$ cat config.mk
export PLATFORM = sky130hd
export DESIGN_NAME = enc_step_tracker
export DESIGN_NICKNAME = d
export VERILOG_FILES = /design/src/rtl/enc_step_tracker_pkg.sv /design/src/rtl/enc_step_chan.sv /design/src/rtl/enc_step_tracker.sv
export SDC_FILE = /design/constraint.sdc
export NUM_CORES = 1
export LEC_CHECK = 0
export ABC_AREA = 1
export BUFFER_PORTS_ARGS = -buffer_cell sky130_fd_sc_hd__buf_2
export CAP_MARGIN = 20
export CORE_ASPECT_RATIO = 0.5
export CORE_MARGIN = 10
export CORE_UTILIZATION = 59
export DETAILED_ROUTE_END_ITERATION = 16
export HOLD_SLACK_MARGIN = 0.1
export PLACE_DENSITY = 0.81
export RECOVER_POWER = 100
export SLEW_MARGIN = 30
export SYNTH_ARGS = -nofsm -noshare
export SYNTH_HDL_FRONTEND = slang
export SYNTH_SLANG_ARGS = --single-unit
$ cat constraint.sdc
create_clock -name clk -period 3.82 [get_ports clk]
set_input_delay 0.191 -clock clk [delete_from_list [all_inputs] [get_ports clk]]
set_output_delay 0.191 -clock clk [all_outputs]
set_load 0.01 [all_outputs]
$ cat src/rtl/enc_step_tracker_pkg.sv
// Shared types and helpers for the multi-channel encoder step tracker.
package enc_pkg;

    // Per-channel tracking state: INIT waits for a first sample to load prev.
    typedef enum logic [0:0] {
        ST_INIT  = 1'b0,
        ST_TRACK = 1'b1
    } enc_state_t;

    // Signed change between two W-bit counts. With wrap enabled the raw
    // difference is folded into the W-bit two's complement range so a
    // counter rolling over 2^W-1 -> 0 reads as a small step.
    function automatic int enc_delta(input int enc, input int prev,
                                     input int w, input int wrap);
        int d;
        int span;
        span = 32'sd1 << w;
        d    = enc - prev;
        if (wrap != 32'sd0) begin
            d = d & (span - 32'sd1);
            if (d >= (span >>> 1)) begin
                d = d - span;
            end else begin
                d = d;
            end
        end else begin
            d = d;
        end
        return d;
    endfunction

    // Signed width that holds acc + any accepted delta without overflow.
    function automatic int acc_width(input int step_div, input int max_jump);
        return $clog2(step_div + max_jump) + 32'sd1;
    endfunction

endpackage

$ cat src/rtl/enc_step_chan.sv
// One encoder channel: delta, jump check, sub-step accumulation, step
// pulses and saturating position.
module enc_step_chan
    import enc_pkg::*;
#(
    parameter int W        = 5,
    parameter int WRAP     = 1,
    parameter int STEP_DIV = 1,
    parameter int MAX_JUMP = 4,
    parameter int POS_W    = 10
) (
    input  logic                    clk,
    input  logic                    reset,
    input  logic [W-1:0]            enc,
    input  logic                    sample_en,
    input  logic                    clear,
    output logic                    increase,
    output logic                    decrease,
    output logic signed [POS_W-1:0] pos,
    output logic                    jump_err
);

    localparam int AW = acc_width(STEP_DIV, MAX_JUMP);

    localparam logic signed [W:0]       MJ_POS   = (W+1)'(MAX_JUMP);
    localparam logic signed [W:0]       MJ_NEG   = -MJ_POS;
    localparam logic signed [AW-1:0]    STEP_P   = AW'(STEP_DIV);
    localparam logic signed [AW-1:0]    STEP_N   = -STEP_P;
    localparam logic signed [AW-1:0]    ACC_MAX  = AW'(STEP_DIV - 1);
    localparam logic signed [AW-1:0]    ACC_MIN  = -ACC_MAX;
    localparam logic signed [POS_W-1:0] POS_ONE  = POS_W'(1);
    localparam logic signed [POS_W-1:0] POS_MAX  = POS_W'((32'sd1 << (POS_W - 1)) - 32'sd1);
    localparam logic signed [POS_W-1:0] POS_MIN  = -POS_MAX - POS_ONE;

    enc_state_t               state_r;
    logic [W-1:0]             prev_r;
    logic signed [AW-1:0]     acc_r;
    logic signed [POS_W-1:0]  pos_r;
    logic                     inc_r;
    logic                     dec_r;
    logic                     err_r;

    logic signed [W:0]        delta_s;
    logic                     jump_s;
    logic signed [AW-1:0]     sum_s;
    logic signed [AW-1:0]     adj_s;
    logic signed [AW-1:0]     acc_next_s;
    logic                     up_s;
    logic                     dn_s;
    logic signed [POS_W-1:0]  pos_up_s;
    logic signed [POS_W-1:0]  pos_dn_s;

    // Delta, plausibility check, step decision and next accumulator/position.
    always_comb begin
        delta_s    = (W+1)'(enc_delta(int'(enc), int'(prev_r), W, WRAP));
        jump_s     = (delta_s > MJ_POS) || (delta_s < MJ_NEG);
        sum_s      = acc_r + AW'(delta_s);
        up_s       = 1'b0;
        dn_s       = 1'b0;
        adj_s      = sum_s;
        if (sum_s >= STEP_P) begin
            up_s  = 1'b1;
            adj_s = sum_s - STEP_P;
        end else if (sum_s <= STEP_N) begin
            dn_s  = 1'b1;
            adj_s = sum_s + STEP_P;
        end else begin
            adj_s = sum_s;
        end
        // Motion beyond one step per sample is dropped, not carried.
        if (adj_s > ACC_MAX) begin
            acc_next_s = ACC_MAX;
        end else if (adj_s < ACC_MIN) begin
            acc_next_s = ACC_MIN;
        end else begin
            acc_next_s = adj_s;
        end
        pos_up_s = (pos_r == POS_MAX) ? pos_r : (pos_r + POS_ONE);
        pos_dn_s = (pos_r == POS_MIN) ? pos_r : (pos_r - POS_ONE);
    end

    // Channel FSM with registered pulses, position and sticky error.
    always_ff @(posedge clk) begin
        if (reset) begin
            state_r <= ST_INIT;
            prev_r  <= {W{1'b0}};
            acc_r   <= {AW{1'b0}};
            pos_r   <= {POS_W{1'b0}};
            inc_r   <= 1'b0;
            dec_r   <= 1'b0;
            err_r   <= 1'b0;
        end else if (clear) begin
            state_r <= ST_INIT;
            prev_r  <= {W{1'b0}};
            acc_r   <= {AW{1'b0}};
            pos_r   <= {POS_W{1'b0}};
            inc_r   <= 1'b0;
            dec_r   <= 1'b0;
            err_r   <= 1'b0;
        end else if (sample_en) begin
            case (state_r)
                ST_INIT: begin
                    prev_r  <= enc;
                    state_r <= ST_TRACK;
                    inc_r   <= 1'b0;
                    dec_r   <= 1'b0;
                end
                ST_TRACK: begin
                    prev_r <= enc;
                    if (jump_s) begin
                        err_r <= 1'b1;
                        inc_r <= 1'b0;
                        dec_r <= 1'b0;
                    end else begin
                        acc_r <= acc_next_s;
                        inc_r <= up_s;
                        dec_r <= dn_s;
                        if (up_s) begin
                            pos_r <= pos_up_s;
                        end else if (dn_s) begin
                            pos_r <= pos_dn_s;
                        end else begin
                            pos_r <= pos_r;
                        end
                    end
                end
                default: begin
                    state_r <= ST_INIT;
                    inc_r   <= 1'b0;
                    dec_r   <= 1'b0;
                end
            endcase
        end else begin
            inc_r <= 1'b0;
            dec_r <= 1'b0;
        end
    end

    assign increase = inc_r;
    assign decrease = dec_r;
    assign pos      = pos_r;
    assign jump_err = err_r;

endmodule

$ cat src/rtl/enc_step_tracker.sv
// Multi-channel encoder step tracker: one enc_step_chan per channel with
// the flat buses sliced per channel.
module enc_step_tracker
    import enc_pkg::*;
#(
    parameter int N_CH     = 2,
    parameter int W        = 5,
    parameter int WRAP     = 1,
    parameter int STEP_DIV = 1,
    parameter int MAX_JUMP = 4,
    parameter int POS_W    = 10
) (
    input  logic                  clk,
    input  logic                  reset,
    input  logic [N_CH*W-1:0]     enc_in,
    input  logic                  sample_en,
    input  logic [N_CH-1:0]       clear,
    output logic [N_CH-1:0]       increase,
    output logic [N_CH-1:0]       decrease,
    output logic [N_CH*POS_W-1:0] pos_out,
    output logic [N_CH-1:0]       jump_err
);

    for (genvar i = 0; i < N_CH; i++) begin : g_chan
        enc_step_chan #(
            .W        (W),
            .WRAP     (WRAP),
            .STEP_DIV (STEP_DIV),
            .MAX_JUMP (MAX_JUMP),
            .POS_W    (POS_W)
        ) u_chan (
            .clk       (clk),
            .reset     (reset),
            .enc       (enc_in[i*W +: W]),
            .sample_en (sample_en),
            .clear     (clear[i]),
            .increase  (increase[i]),
            .decrease  (decrease[i]),
            .pos       (pos_out[i*POS_W +: POS_W]),
            .jump_err  (jump_err[i])
        );
    end

endmodule

=== Yosys cells after proc, flatten, opt, wreduce, memory -nomap -nowiden ===
Index checks and enable logic that the tools add are counted.

* Memory bits (writable): 0
* Word-level logic and storage cells: 101
* Memory bits (read-only): 0
* Output and inout port bits: 26
* Register bits: 46
* Input bits: 15
* Latch bits: 0
* Memories: 0

* Shift-type cells: 0
* Equal/unequal tests: 8
* Muxes and demuxes: 32
* Reduce and logical (&&, ||, !) cells: 14
* Divide/modulo/power cells: 0
* $lt $le $gt $ge: 14
* Bitwise operators: 5
* Add/sub/neg operators: 14
* $mul: 0

{| class="wikitable"
|+ Operators by type and width
! cell !! count
|-
| two-way mux 10 bit || 8
|-
| == test 10 bit, second input constant || 4
|-
| two-way mux 4 bit || 8
|-
| adder 10 x 2 -> 10 bit, second input constant || 2
|-
| subtractor 10 x 2 -> 10 bit, second input constant || 2
|-
| > comparator 6 x 4 -> 1 bit, second input constant || 2
|-
| < comparator 6 x 3 -> 1 bit, second input constant || 2
|-
| two-way mux 6 bit || 2
|-
| AND reduction 3 bit || 4
|-
| AND reduction 6 bit || 2
|-
| subtractor 5 x 6 -> 6 bit, second input constant || 2
|-
| >= comparator 5 bit, second input constant || 2
|-
| two-way mux 1 bit || 10
|-
| subtractor 5 bit || 2
|-
| adder 4 x 2 -> 4 bit, second input constant || 2
|-
| adder 4 bit || 2
|-
| >= comparator 4 x 2 -> 1 bit, second input constant || 2
|-
| > comparator 4 x 1 -> 1 bit, second input constant || 2
|-
| less-or-equal comparator 4 x 1 -> 1 bit, second input constant || 2
|-
| < comparator 4 x 1 -> 1 bit, second input constant || 2
|-
| case mux 1 bit (2 select lines) || 4
|-
| subtractor 4 x 2 -> 4 bit, second input constant || 2
|-
| OR reduction 3 bit || 2
|-
| NOT 1 bit || 5
|-
| 5 further kinds || 10
|}

=== Depth between registers and ports, before layout ===
* Depth after elaboration: 10
* Mapped depth: 26
* Gate-level depth less buffers: 26

=== Cells and area by module ===
A second synthesis with hierarchy kept.

* Cell total of the unflattened synthesis: 465
* Area total of the unflattened synthesis: 3211.8 µm²

{| class="wikitable"
|+ Modules (own cells, without submodules)
! module !! seq. area each (µm²) !! times used !! cells an instance !! area an instance (µm²)
|-
| enc_step_chan (g_chan[0].u_chan) || 440.4 || 1 || 235 || 1617.8
|-
| enc_step_chan (g_chan[1].u_chan) || 440.4 || 1 || 230 || 1594.0
|}

=== Worst setup path after synthesis ===
OpenSTA, ideal clock, no wires.

* Kind: register to register
* Start point: register g_chan[0].u_chan.prev_r[0]
* End point: register g_chan[0].u_chan.pos_r[5]
* Buffers on the path: 1
* Setup time: 116 ps
* Stages on the path, launching flop included: 21
* Period minus slack after synthesis: 3305 ps
* Required time: 3704 ps
* Arrival: 3188 ps
* Setup slack: 515 ps
* Cells stage by stage: dfxtp_1 > ha_1 > inv_1 > fa_1 > fa_1 > inv_1 > ha_1 > nand3b_2 > nand3_2 > buf_6 > ha_1 > inv_1 > o21ai_0 > inv_1 > nand2_1 > inv_1 > nand2_1 > nand2_1 > nand3_1 > o211ai_1 > inv_1

* Cells in the longest elaborated chain, start to end: 9
* Elaborated cells between the ends (all ways): 19
* Those cells by class: 3 x add/sub; 5 x order compare; 2 x eq/ne; 5 x mux; 1 x bitwise; 3 x reduce/logical

{| class="wikitable"
|+ RTL lines
! element !! RTL line !! source
|-
| start: declaration || enc_step_chan.sv:36 || <nowiki>logic [W-1:0] prev_r;</nowiki>
|-
| start signal: assignment || enc_step_chan.sv:86 || <nowiki>prev_r <= {W{1'b0}};</nowiki>
|-
| start signal: assignment || enc_step_chan.sv:94 || <nowiki>prev_r <= {W{1'b0}};</nowiki>
|-
| start signal: assignment || enc_step_chan.sv:103 || <nowiki>prev_r <= enc;</nowiki>
|-
| subtractor 5 bit * || enc_step_tracker_pkg.sv:18 || <nowiki>d = enc - prev;</nowiki>
|-
| subtractor 5 x 6 -> 6 bit / >= comparator 5 bit (equally long branches) || enc_step_tracker_pkg.sv:22, enc_step_tracker_pkg.sv:21 ||
|-
| two-way mux 6 bit * || enc_step_tracker_pkg.sv:21 || <nowiki>if (d >= (span >>> 1)) begin</nowiki>
|-
| adder 4 bit || enc_step_chan.sv:57 || <nowiki>sum_s = acc_r + AW'(delta_s);</nowiki>
|-
| less-or-equal comparator 4 x 1 -> 1 bit || enc_step_chan.sv:64 || <nowiki>end else if (sum_s <= STEP_N) begin</nowiki>
|-
| two-way mux 1 bit || enc_step_chan.sv:64 ||
|-
| two-way mux 1 bit || enc_step_chan.sv:61 || <nowiki>if (sum_s >= STEP_P) begin</nowiki>
|-
| nonzero test 2 bit (no line) || -- ||
|-
| AND reduction 6 bit (no line) || -- ||
|-
| end signal: assignment || enc_step_chan.sv:88 || <nowiki>pos_r <= {POS_W{1'b0}};</nowiki>
|-
| end signal: assignment || enc_step_chan.sv:96 || <nowiki>pos_r <= {POS_W{1'b0}};</nowiki>
|-
| end signal: assignment || enc_step_chan.sv:119 || <nowiki>pos_r <= pos_up_s;</nowiki>
|-
| end: declaration || enc_step_chan.sv:38 || <nowiki>logic signed [POS_W-1:0] pos_r;</nowiki>
|}

Every way passes the cells marked *; elsewhere a longest branch is shown, timed or not.
A chain may end at the register's enable or synchronous reset.

=== Final worst setup path ===
* Start point: register g_chan[0].u_chan.prev_r[0]
* End point: register g_chan[0].u_chan.pos_r[8]

The elaborated chain is that of the path after synthesis.

==> summary.md <==
| Metric | Value |
|---|---|
| Run status | `complete, no violations` |
| Syn-to-layout area delta | `10.0%` |
| Peak supply drop | `0.236 mV` |
| CP peak stage delay | `0.54 ns` |
| Crit-path most repeated cell | `inv_1` |
| Yosys reg bits | `44` |
| Crit path DAT | `3.68 ns` |
| Xor and xnor area share after synthesis | `0.0446` |
| Clock Latency Late Sink | `0.29 ns` |
| Register area share after synthesis | `0.264` |
| GP Congestion | `0.937` |
| Vias post-DR | `3125` |
| Chip height | `73.2 um` |
| Buf/Inv on CP | `5` |
| GR Overflow Total | `0` |
| Kind of critical path | `reg -> reg` |
| Tcrit/Tclk final | `0.916` |
| Top delay family on crit path | `adder cells` |
| Async S/R FF share, synth | `0` |
| Crit-path slowest cell | `fa_1` |
| Initial cell density of the core | `0.610` |
| Ant diodes | `0` |
| Max-Cap Viols | `0` |
| Most frequent cells in the layout | `nand2_1, inv_1, nand3_1, dfxtp_1, nor2_1` |
| Worst-path clk slew | `0.06 ns` |
| Port-buffer cells | `40` |
| Worst path cell trace | `ha_1, inv_1, fa_1, fa_1, inv_1, ha_1, nand3b_4, nand3_2, buf_4, nand4_1, nand3_1, clkbuf_1, a21oi_1, nand2_1, inv_1` |
| Share of cells above drive strength 1 | `0.0985` |
| Netlist Area Pre-Place | `0.00334 mm2` |
| Fmax | `286 MHz` |
| Post-synthesis mux area share | `0` |
| Ys flop type | `dfxtp_1` |
| DRC viols | `0` |
| RSZ-0062 raised after global routing | `no` |
| Die Area | `0.00924 mm2` |
| CTS resizes | `0` |
| Synthesized-area fraction occupied by adder cells | `0.110` |
| Req. time, crit path | `~4.0 ns` |
| Vias in the first global route | `3003` |
| Largest family of logic cells by synthesized area | `simple AND/OR/NAND/NOR gates` |
| Antenna violations before repair | `0` |
| 1st-pass router iterations | `4` |
| Largest net degree at the start of global routing | `23` |
| Horiz. Die Dim | `126 um` |
| Final Hold Viols | `0` |
| Avg WL per Cell | `approximately 12 um` |
| Synth Area in Simple Gates | `0.341` |
| Critical hold path startpoint | `enc_in[0]` |
| # IOs | `approximately 40` |
| Yosys warnings | `0` |
| Setup bufs post-CTS | `0` |
| Commonest non-fill, non-tap cell in the layout | `nand2_1` |
| Number of buffers created by CTS | `5` |
| Hold Crit Endpoint | `g_chan[0].u_chan.prev_r[0]` |
| Number of DRC markers in iteration 0 | `approximately 190` |
| Row count | `19` |
| Clk sink count | `between 40 and 50` |
| Layout Nets | `around 570` |
| Wire length of the first global-routing pass | `12900 um` |
| Library cells used by synthesis | `42` |
| Antenna Nets Post-Route | `0` |
| Path depth of the worst reg2reg path | `15` |
| WL final | `7400 um` |
| FF-to-FF Start | `g_chan[0].u_chan.prev_r[0]` |
| Max FO, Critical Path | `9` |
| CTS hold repair buffers | `0` |
| Setup TNS | `0 ns` |
| CP Launch Type | `register` |
| Leak Pwr | `1.86 nW` |
| GR Util All Layers | `0.164` |
| EDFF count, synth | `0` |
| R2r setup slk | `0.32 ns` |
| CTS tree | `yes` |
| H-Tree Depth | `2` |
| Via/cell ratio | `5.20` |
| Hold Slack | `between 0.15 and 0.2 ns` |
| Max-slew violations | `0` |
| RR Endpoint | `g_chan[0].u_chan.pos[8]` |
| Post-DP HPWL | `5680 um` |
| Slew @ Worst Pin | `between 1 and 1.5 ns` |
| Worst min-delay path class | `in -> reg` |
| P per Cell Area | `between 300 and 400 mW/mm2` |
| Mapped Nets | `around 530` |
| Critical Path Stages | `15` |
| Core area | `between 0.005 and 0.006 mm2` |
| Relative max-transition margin | `0.305` |
| Synth Area in Compound Gates | `0.109` |
| Post-synthesis average cell area | `6.78 um2` |
| CTS Root Cell | `clkbuf_16` |
| Max Root-Sink Buffers | `2` |
| Post-layout min period | `3.50 ns` |
| WHS Path Cells | `3` |
| Setup crit end kind | `register` |
| Clock Skews | `0.00720 ns` |
| Syn Inst Count | `492` |
| Final setup fails | `0` |
metal layers:
metal | vias up | track usage | part of all wire
li1 | 1647 | - | -
met1 | 1404 | 0.190 | 0.48
met2 | 59 | 0.293 | 0.47
met3 | 15 | 0.0406 | 0.038
met4 | 0 | 0.0565 | 0.018
met5 | - | 0 | 0
logic make-up (layout without fill, tap and decap cells):
family | Yosys count | in the layout
compound gates | 63 | 63
fa+ha+maj | 27 | 27
xor+xnor | 17 | 17
simple gates | 237 | 237
buf+inv | 104 | 140
flops | 44 | 44
where the power goes:
group	internal (mW)	switching, mW	leakage (nW)	total (mW)
Combinational	0.117	0.214	1.43	0.330
Sequential	0.467	0.00600	0.356	0.473
Clock	0.308	0.179	0.0808	0.486
Total	0.892	0.398	1.86	1.29
Yosys cell counts (3+ instances only):
master | n | area (um2)
nand2_1 | 102 | 383
inv_1 | 85 | 319
nand3_1 | 54 | 270
dfxtp_1 | 44 | 881
nor2_1 | 34 | 128
a21oi_1 | 28 | 140
ha_1 | 23 | 288
o21ai_0 | 16 | 80.1
xor2_1 | 11 | 96.3
nand2_2 | 8 | 50.1
nand4_1 | 8 | 50.1
a211oi_1 | 6 | 45.0
buf_4 | 6 | 45.0
clkbuf_1 | 6 | 22.5
nand2_4 | 6 | 67.6
xnor2_1 | 6 | 52.6
nor3_1 | 5 | 25.0
fa_1 | 4 | 80.1
nand3_2 | 4 | 40.0
nor4_1 | 4 | 25.0
a21oi_2 | 3 | 26.3
buf_6 | 3 | 33.8
inv_2 | 3 | 11.3
nand3b_1 | 3 | 22.5
through the flow:
stage	area [um2]	instances	power, mW	util	setup WS (ns)
floorplan	3340	492	0.751	-	0.515
global placement	3550	593	0.806	0.649	0.287
detailed placement	3550	593	0.810	0.649	0.292
CTS	3710	601	1.30	0.679	0.288
global route	3670	601	1.37	0.671	0.0437
finish	3670	601	1.29	0.671	0.321
worst register-to-register path: stages (launching register included):
cell and delay, ns:
dfxtp_1 0.31, ha_1 0.17, inv_1 0.10, fa_1 0.48, fa_1 0.54, inv_1 0.06, ha_1 0.19, nand3b_4 0.21
nand3_2 0.17, buf_4 0.21, nand4_1 0.09, nand3_1 0.20, clkbuf_1 0.39, a21oi_1 0.14, nand2_1 0.10, inv_1 0.04
state kept, by name, indices dropped and copies added, names as in the netlist:
register,count
g_chan.u_chan.acc_r,6
g_chan.u_chan.decrease,2
g_chan.u_chan.increase,2
g_chan.u_chan.jump_err,2
g_chan.u_chan.pos,20
g_chan.u_chan.prev_r,10
g_chan.u_chan.state_r,2
how the worst max path moves through the flow:
stage / slack [ns] / endpoint / start
finish: 0.32 / g_chan[0].u_chan.pos[8] / g_chan[0].u_chan.prev_r[0]
global route: 0.04 / g_chan[0].u_chan.pos[0] / g_chan[0].u_chan.prev_r[0]
CTS: 0.29 / g_chan[0].u_chan.pos[5] / g_chan[0].u_chan.prev_r[0]
detailed placement: 0.29 / g_chan[0].u_chan.pos[5] / enc_in[0]
global placement: 0.29 / g_chan[0].u_chan.pos[5] / enc_in[0]
floorplan: 0.52 / g_chan[0].u_chan.pos[5] / g_chan[0].u_chan.prev_r[0]
cell type report:
type	count	area (um2)
Tap cell	73	91.3
Inverter	88	330
Clock buffer	6	129
Multi-Input combinational cell	344	2010
Fill cell	518	1800
Clock inverter	2	35.0
Sequential cell	44	881
Timing Repair Buffer	44	190
No activity file was read; power rests on OpenSTA's default activity.
